## config.mk

```make
export PLATFORM = sky130hd
export DESIGN_NAME = multicycle_control_flat
export DESIGN_NICKNAME = d
export VERILOG_FILES = /design/src/rtl/multicycle_control_if.sv /design/src/rtl/multicycle_control.sv /design/src/flat_wrapper.sv
export SDC_FILE = /design/constraint.sdc
export NUM_CORES = 1
export LEC_CHECK = 0
export ABC_CLOCK_PERIOD_IN_PS = 2080
export BUFFER_PORTS_ARGS = -buffer_cell sky130_fd_sc_hd__buf_2
export CAP_MARGIN = 15
export CORE_MARGIN = 2
export CORE_UTILIZATION = 40
export CTS_BUF_LIST = sky130_fd_sc_hd__clkbuf_4
export DETAILED_ROUTE_END_ITERATION = 16
export PLACE_DENSITY = 0.77
export SYNTH_ARGS = -nofsm -noshare
export SYNTH_HDL_FRONTEND = slang
export SYNTH_SLANG_ARGS = --single-unit
export TNS_END_PERCENT = 100
```

## constraint.sdc

```tcl
create_clock -name clk -period 2.08 [get_ports clk]
set_input_delay 0.416 -clock clk [delete_from_list [all_inputs] [get_ports clk]]
set_output_delay 0.416 -clock clk [all_outputs]
set_load 0.05 [all_outputs]
```

## src/rtl/multicycle_control_if.sv

```systemverilog
// Memory handshake bundle between the multi-cycle control FSM and the
// unified instruction/data memory port.
interface multicycle_control_if;
    logic mem_req;    // request active this cycle
    logic mem_we;     // 1 = write, 0 = read
    logic iord;       // address select: 0 = PC, 1 = ALUOut
    logic mem_ready;  // memory completes the current request this cycle

    modport master (
        output mem_req,
        output mem_we,
        output iord,
        input  mem_ready
    );

    modport slave (
        input  mem_req,
        input  mem_we,
        input  iord,
        output mem_ready
    );
endinterface

```

## src/rtl/multicycle_control.sv

```systemverilog
// Main control FSM of the multi-cycle LEGv8 core. Sequences fetch, decode,
// execute, memory and write-back over one ALU and one memory port, with a
// wait-state timeout that traps into a sticky ERROR state.
module multicycle_control #(
    parameter int TIMEOUT = 255,
    parameter int CNT_W   = 8
) (
    input  logic                  clk,
    input  logic                  reset,
    multicycle_control_if.master  mem,
    input  logic [10:0]           opcode,
    input  logic                  zero,
    input  logic                  cond_true,
    output logic                  ir_write,
    output logic                  pc_en,
    output logic [1:0]            pc_src,
    output logic [1:0]            alu_src_a,
    output logic [1:0]            alu_src_b,
    output logic [1:0]            alu_op,
    output logic [1:0]            imm_sel,
    output logic                  reg2loc,
    output logic                  reg_write,
    output logic                  mem_to_reg,
    output logic [3:0]            state,
    output logic                  error
);

    typedef enum logic [3:0] {
        S_IDLE     = 4'd0,
        S_FETCH    = 4'd1,
        S_DECODE   = 4'd2,
        S_MEM_ADDR = 4'd3,
        S_MEM_RD   = 4'd4,
        S_MEM_WB   = 4'd5,
        S_MEM_WR   = 4'd6,
        S_R_EXEC   = 4'd7,
        S_R_WB     = 4'd8,
        S_BR_CBZ   = 4'd9,
        S_BR_COND  = 4'd10,
        S_BR_UNC   = 4'd11,
        S_ERROR    = 4'd15
    } state_e;

    typedef enum logic [2:0] {
        OP_LDUR  = 3'd0,
        OP_STUR  = 3'd1,
        OP_RTYPE = 3'd2,
        OP_CBZ   = 3'd3,
        OP_BCOND = 3'd4,
        OP_B     = 3'd5,
        OP_BAD   = 3'd6
    } op_class_e;

    // Timeout fires when the counter reaches TIMEOUT-1 with memory still busy.
    localparam bit               TO_EN  = (TIMEOUT != 0);
    localparam logic [CNT_W-1:0] TO_VAL = CNT_W'(TIMEOUT - 1);

    // Classify the instruction from IR[31:21].
    function automatic op_class_e decode_op(input logic [10:0] op);
        op_class_e cls;
        if (op == 11'b111_1100_0010) begin
            cls = OP_LDUR;
        end else if (op == 11'b111_1100_0000) begin
            cls = OP_STUR;
        end else if ((op == 11'b100_0101_1000) || (op == 11'b110_0101_1000) ||
                     (op == 11'b100_0101_0000) || (op == 11'b101_0101_0000)) begin
            cls = OP_RTYPE;
        end else if (op[10:3] == 8'b1011_0100) begin
            cls = OP_CBZ;
        end else if (op[10:3] == 8'b0101_0100) begin
            cls = OP_BCOND;
        end else if (op[10:5] == 6'b00_0101) begin
            cls = OP_B;
        end else begin
            cls = OP_BAD;
        end
        return cls;
    endfunction

    state_e           state_q, state_d;
    logic [CNT_W-1:0] cnt_q, cnt_d;
    op_class_e        op_cls_s;
    logic             waiting_s;
    logic             timeout_s;

    assign op_cls_s  = decode_op(opcode);
    assign waiting_s = (state_q == S_FETCH) || (state_q == S_MEM_RD) || (state_q == S_MEM_WR);
    assign timeout_s = TO_EN && (cnt_q == TO_VAL);

    // Next-state selection, including the memory-wait timeout trap.
    always_comb begin
        state_d = state_q;
        case (state_q)
            S_IDLE:     state_d = S_FETCH;
            S_FETCH: begin
                if (mem.mem_ready)  state_d = S_DECODE;
                else if (timeout_s) state_d = S_ERROR;
                else                state_d = S_FETCH;
            end
            S_DECODE: begin
                case (op_cls_s)
                    OP_LDUR, OP_STUR: state_d = S_MEM_ADDR;
                    OP_RTYPE:         state_d = S_R_EXEC;
                    OP_CBZ:           state_d = S_BR_CBZ;
                    OP_BCOND:         state_d = S_BR_COND;
                    OP_B:             state_d = S_BR_UNC;
                    default:          state_d = S_ERROR;
                endcase
            end
            S_MEM_ADDR: begin
                if (op_cls_s == OP_LDUR) state_d = S_MEM_RD;
                else                     state_d = S_MEM_WR;
            end
            S_MEM_RD: begin
                if (mem.mem_ready)  state_d = S_MEM_WB;
                else if (timeout_s) state_d = S_ERROR;
                else                state_d = S_MEM_RD;
            end
            S_MEM_WR: begin
                if (mem.mem_ready)  state_d = S_FETCH;
                else if (timeout_s) state_d = S_ERROR;
                else                state_d = S_MEM_WR;
            end
            S_MEM_WB, S_R_WB, S_BR_CBZ, S_BR_COND, S_BR_UNC: state_d = S_FETCH;
            S_R_EXEC:   state_d = S_R_WB;
            S_ERROR:    state_d = S_ERROR;
            default:    state_d = S_ERROR;
        endcase
    end

    // Wait counter: restarts on each state change, counts busy memory cycles.
    always_comb begin
        if (state_d != state_q) begin
            cnt_d = '0;
        end else if (waiting_s && !mem.mem_ready) begin
            cnt_d = cnt_q + CNT_W'(1);
        end else begin
            cnt_d = cnt_q;
        end
    end

    // State and wait-counter registers; reset aborts any instruction at once.
    always_ff @(posedge clk or negedge reset) begin
        if (!reset) begin
            state_q <= S_IDLE;
            cnt_q   <= '0;
        end else begin
            state_q <= state_d;
            cnt_q   <= cnt_d;
        end
    end

    // Datapath control decode from the current state (Moore, plus ready/flags).
    always_comb begin
        mem.mem_req = 1'b0;
        mem.mem_we  = 1'b0;
        mem.iord    = 1'b0;
        ir_write    = 1'b0;
        pc_en       = 1'b0;
        pc_src      = 2'b00;
        alu_src_a   = 2'b00;
        alu_src_b   = 2'b00;
        alu_op      = 2'b00;
        imm_sel     = 2'b00;
        reg2loc     = 1'b0;
        reg_write   = 1'b0;
        mem_to_reg  = 1'b0;
        error       = 1'b0;
        case (state_q)
            S_FETCH: begin
                mem.mem_req = 1'b1;
                alu_src_b   = 2'b01;
                ir_write    = mem.mem_ready;
                pc_en       = mem.mem_ready;
            end
            S_DECODE: begin
                alu_src_a = 2'b10;
                alu_src_b = 2'b11;
                if ((op_cls_s == OP_CBZ) || (op_cls_s == OP_BCOND)) imm_sel = 2'b01;
                else if (op_cls_s == OP_B)                          imm_sel = 2'b10;
                else                                                imm_sel = 2'b00;
                reg2loc = (op_cls_s == OP_STUR) || (op_cls_s == OP_CBZ);
            end
            S_MEM_ADDR: begin
                alu_src_a = 2'b01;
                alu_src_b = 2'b10;
            end
            S_MEM_RD: begin
                mem.mem_req = 1'b1;
                mem.iord    = 1'b1;
            end
            S_MEM_WB: begin
                reg_write  = 1'b1;
                mem_to_reg = 1'b1;
            end
            S_MEM_WR: begin
                mem.mem_req = 1'b1;
                mem.mem_we  = 1'b1;
                mem.iord    = 1'b1;
                reg2loc     = 1'b1;
            end
            S_R_EXEC: begin
                alu_src_a = 2'b01;
                alu_op    = 2'b10;
            end
            S_R_WB:     reg_write = 1'b1;
            S_BR_CBZ: begin
                alu_src_a = 2'b01;
                alu_op    = 2'b01;
                reg2loc   = 1'b1;
                pc_src    = 2'b01;
                pc_en     = zero;
            end
            S_BR_COND: begin
                pc_src = 2'b01;
                pc_en  = cond_true;
            end
            S_BR_UNC: begin
                pc_src = 2'b01;
                pc_en  = 1'b1;
            end
            S_ERROR:    error = 1'b1;
            default:    error = 1'b0;
        endcase
    end

    assign state = state_q;

endmodule

```

## src/flat_wrapper.sv

```systemverilog
// flat-port wrapper written by rule: the top's interface ports become plain ports
module multicycle_control_flat 
#(
    parameter int TIMEOUT = 255,
    parameter int CNT_W   = 8
)
  (clk, reset, opcode, zero, cond_true, ir_write, pc_en, pc_src, alu_src_a, alu_src_b, alu_op, imm_sel, reg2loc, reg_write, mem_to_reg, state, error, mem_mem_req, mem_mem_we, mem_iord, mem_mem_ready);
  multicycle_control_if mem_i ();
  input  logic clk;
  input  logic reset;
  input  logic [10:0] opcode;
  input  logic zero;
  input  logic cond_true;
  output logic ir_write;
  output logic pc_en;
  output logic [1:0] pc_src;
  output logic [1:0] alu_src_a;
  output logic [1:0] alu_src_b;
  output logic [1:0] alu_op;
  output logic [1:0] imm_sel;
  output logic reg2loc;
  output logic reg_write;
  output logic mem_to_reg;
  output logic [3:0] state;
  output logic error;
  output wire logic [$bits(mem_i.mem_req)-1:0] mem_mem_req;
  output wire logic [$bits(mem_i.mem_we)-1:0] mem_mem_we;
  output wire logic [$bits(mem_i.iord)-1:0] mem_iord;
  input wire logic [$bits(mem_i.mem_ready)-1:0] mem_mem_ready;
  assign mem_mem_req = mem_i.mem_req;
  assign mem_mem_we = mem_i.mem_we;
  assign mem_iord = mem_i.iord;
  assign mem_i.mem_ready = mem_mem_ready;
  multicycle_control #(.TIMEOUT(TIMEOUT), .CNT_W(CNT_W)) u_core (.clk(clk), .reset(reset), .mem(mem_i), .opcode(opcode), .zero(zero), .cond_true(cond_true), .ir_write(ir_write), .pc_en(pc_en), .pc_src(pc_src), .alu_src_a(alu_src_a), .alu_src_b(alu_src_b), .alu_op(alu_op), .imm_sel(imm_sel), .reg2loc(reg2loc), .reg_write(reg_write), .mem_to_reg(mem_to_reg), .state(state), .error(error));
endmodule
```

==> flow_metrics.py <==
metrics = {
    "status": {
        "status": "finished with violations",
        "violations": "setup timing",
    },
    "routing": {
        "via_per_inst": 5.67,
        "drt_iter0_drc": 101,
        "drc_errors": 0,
        "via_count": 1405,
        "met2_wirelength_mm": 1.85,
        "met3RoutedLength_um": 268,
        "highest_layer": "met4",
        "routed_wirelength_mm": 3.76,
        "postRouteAntennaNets": 0,
        "wl_per_cell_um": 15.2,
        "drt-met1-wl_mm": 1.57,
        "first_pass_iters": 4,
    },
    "floorplan": {
        "rows": 20,
        "io_pins": 39,
        "fp.dieH_um": 59.9,
        "initial_core_util_pct": 41.6,
        "die_width_um": 59.9,
        "dieArea_um2": 3580,
        "fp.coreArea_um2": 3000,
    },
    "synth": {
        "async_flop_share_pct": 100,
        "yosysWarnings": 0,
        "synth-seq-cells": 12,
        "synth_fp_nets": 168,
        "avgSynthCellArea_um2": 8.32,
        "syn_inst": 150,
        "syn_area_um2": 1250,
        "yosys.cell_types.count": 56,
        "synth_ff_type": "dfrtp_1",
        "synth_edf_count": 0,
        "yosysSeqAreaShare_pct": 24.0,
    },
    "clock_tree": {
        "cts_buffers": 3,
        "h-tree-depth": 1,
        "tritoncts": "done",
        "ctsHoldBuffers": 0,
        "clk_root_buffer_cell": "clkbuf_4",
        "cts.sinks": 12,
        "insertion_delay_ps": 270,
        "path_clk_slew_ps": 80,
        "clockBufferDepth": 2,
    },
    "timing": {
        "fin_crit_ps": 2130,
        "fin_hold_ws_ps": 0.0629,
        "period_share_pct": 103,
        "rsz0062_at_grt": "yes",
        "max_freq_mhz": 469,
        "hold_viol": 0,
        "tightest_slew_ps": 620,
        "setup_viol": 10,
        "final_max_slew_viol_count": 0,
        "finalWorstSetupSlack_ps": -54.4,
        "slew-limit-headroom_pct": 58.1,
        "finClkSkew_ps": 6.94,
    },
    "global_routing": {
        "antenna_found_initial": 0,
        "grt_max_degree": 17,
        "grt_pass1_wl_mm": 5.40,
        "grt-ovfl-total": 0,
        "track_usage_pct": 19.8,
        "grt_pass1_vias": 1223,
    },
    "cells_and_area": {
        "syn_to_final_growth_pct": 53.8,
        "drive_above_1_share_pct": 51.2,
        "fin_nets": 234,
        "diodes": 0,
        "n_fill_cell": 241,
    },
    "job": {
        "maxCapViolCount": 0,
    },
    "placed_design": {
        "routabilityCongestion": 0.892,
        "place_ws_ps": -39.3,
        "io_buffers": 37,
        "dp_hpwl_mm": 2.59,
    },
    "setup_path": {
        "cp_data_arrival_time_ps": 2330,
        "cp_max_fo": 8,
        "crit_type": "reg2reg",
        "crit_path_start_kind": "flop",
        "worstPathRequired_ps": 2280,
        "cp-end-kind": "flop",
    },
    "pwr": {
        "p_leak_nw": 0.864,
        "power_mw": 2.98,
        "p_per_area_nw_per_um2": 1550,
        "vdd_ir_drop_max_v": 0.000817,
    },
    "hold_path": {
        "hp-class": "in2async",
    },
}
-- cells by family after synthesis --
kind of cell | after synthesis | synth area share, %
AOI/OAI and AO/OA | 32 | 22.0
DFF | 12 | 24.0
other | 1 | 0.300
adders and majority gates | 2 | 2.00
xor gates and xnor gates | 7 | 4.91
muxes | 4 | 3.31
and+or+nand+nor | 79 | 37.2
buffers and inverters | 13 | 6.21
-- power by group --
part	internal (mW)	switching (mW)	leakage, nW	total, mW
clock network	0.0695	0.0772	0.0154	0.147
logic	0.984	1.46	0.694	2.44
registers	0.284	0.101	0.155	0.385
-- cell usage in the layout, fill, tap and decap left out, types with 4 or more instances in the layout --
cell type,count
buf_2,28
buf_4,26
nor2_1,20
nand2_1,10
dfrtp_1,8
clkbuf_4,6
inv_1,5
nor2_2,5
a21oi_1,5
xor2_1,5
nand3_1,4
buf_12,4
dfrtp_2,4
-- per-stage QoR --
step | cell area, um2 | utilization [%] | std cells | setup TNS (ps)
global route | 1920 | 64.0 | 248 | -1230
global placement | 1650 | 55.0 | 231 | 0
CTS | 1740 | 58.0 | 240 | -75.0
detailed placement | 1650 | 55.0 | 231 | -39.3
floorplan | 1330 | - | 150 | -3220
finish | 1920 | 64.0 | 248 | -180
-- registers in the layout, indices dropped and copies added (netlist names) --
signal and count:
u_core.cnt_q 8, u_core.state 4
-- cells in the mapped netlist, types with 2 or more instances --
| cell type | instances | area (um2) |
|---|---|---|
| and4b_1 | 3 | 30.0 |
| ha_1 | 2 | 25.0 |
| xor2_1 | 5 | 43.8 |
| buf_6 | 3 | 33.8 |
| o21ai_0 | 4 | 20.0 |
| dfrtp_1 | 12 | 300 |
| a31oi_1 | 2 | 12.5 |
| nor2b_1 | 3 | 18.8 |
| nor3b_1 | 3 | 22.5 |
| inv_1 | 6 | 22.5 |
| or2_2 | 3 | 18.8 |
| nor3_1 | 3 | 15.0 |
| xnor2_1 | 2 | 17.5 |
| mux2i_1 | 3 | 30.0 |
| and2_1 | 2 | 12.5 |
| nand3_1 | 4 | 20.0 |
| nand4_1 | 3 | 18.8 |
| nor2_1 | 27 | 101 |
| a21oi_1 | 7 | 35.0 |
| a211oi_2 | 3 | 37.5 |
| nand2_1 | 12 | 45.0 |
| nand2b_1 | 3 | 18.8 |
| and3_1 | 2 | 12.5 |
-- layout make-up --
type / instances / area (um2) / area share [%]
Tap cell: 33 / 41.3 / 2.15
Timing Repair Buffer: 68 / 542 / 28.2
Inverter: 6 / 22.5 / 1.17
Clock buffer: 3 / 22.5 / 1.17
Clock inverter: 1 / 3.75 / 0.195
Sequential cell: 12 / 305 / 15.9
Multi-Input combinational cell: 125 / 983 / 51.2
-- worst max-delay path: stages (launching register included) --
cell,delay [ps]
dfrtp_2,450
buf_12,120
nor4b_4,30
buf_4,160
buf_4,140
a221o_1,320
a211oi_2,240
o311a_2,260
o221ai_4,160
a211oi_2,170
-- metal layers --
layer / up-vias / global-route usage [%]
met4: 0 / 4.76
met5: - / 0
li1: 679 / -
met3: 8 / 4.76
met2: 66 / 33.9
met1: 652 / 25.1
-- what timing repair did --
action / in CTS / in global routing
gates resized for setup: 10 / 20
setup endpoints to repair: 10 / 16
pin swaps: 3 / 2
gates cloned: 0 / 1
setup buffers: 5 / 7
-- worst paths after layout --
path	slack (ps)	to	startpoint	cells past startpoint
min	0.06	u_core.cnt_q[0]	reset	1
min in group clk	570	u_core.cnt_q[7]	u_core.cnt_q[7]	2
max reg2reg	-50	u_core.cnt_q[1]	u_core.state[0]	9
max in group asynchronous	1840	u_core.state[3]	reset	1
max	-50	u_core.cnt_q[1]	u_core.state[0]	9
min reg2reg	570	u_core.cnt_q[7]	u_core.cnt_q[7]	2
Power figures use the tool's default switching activity.
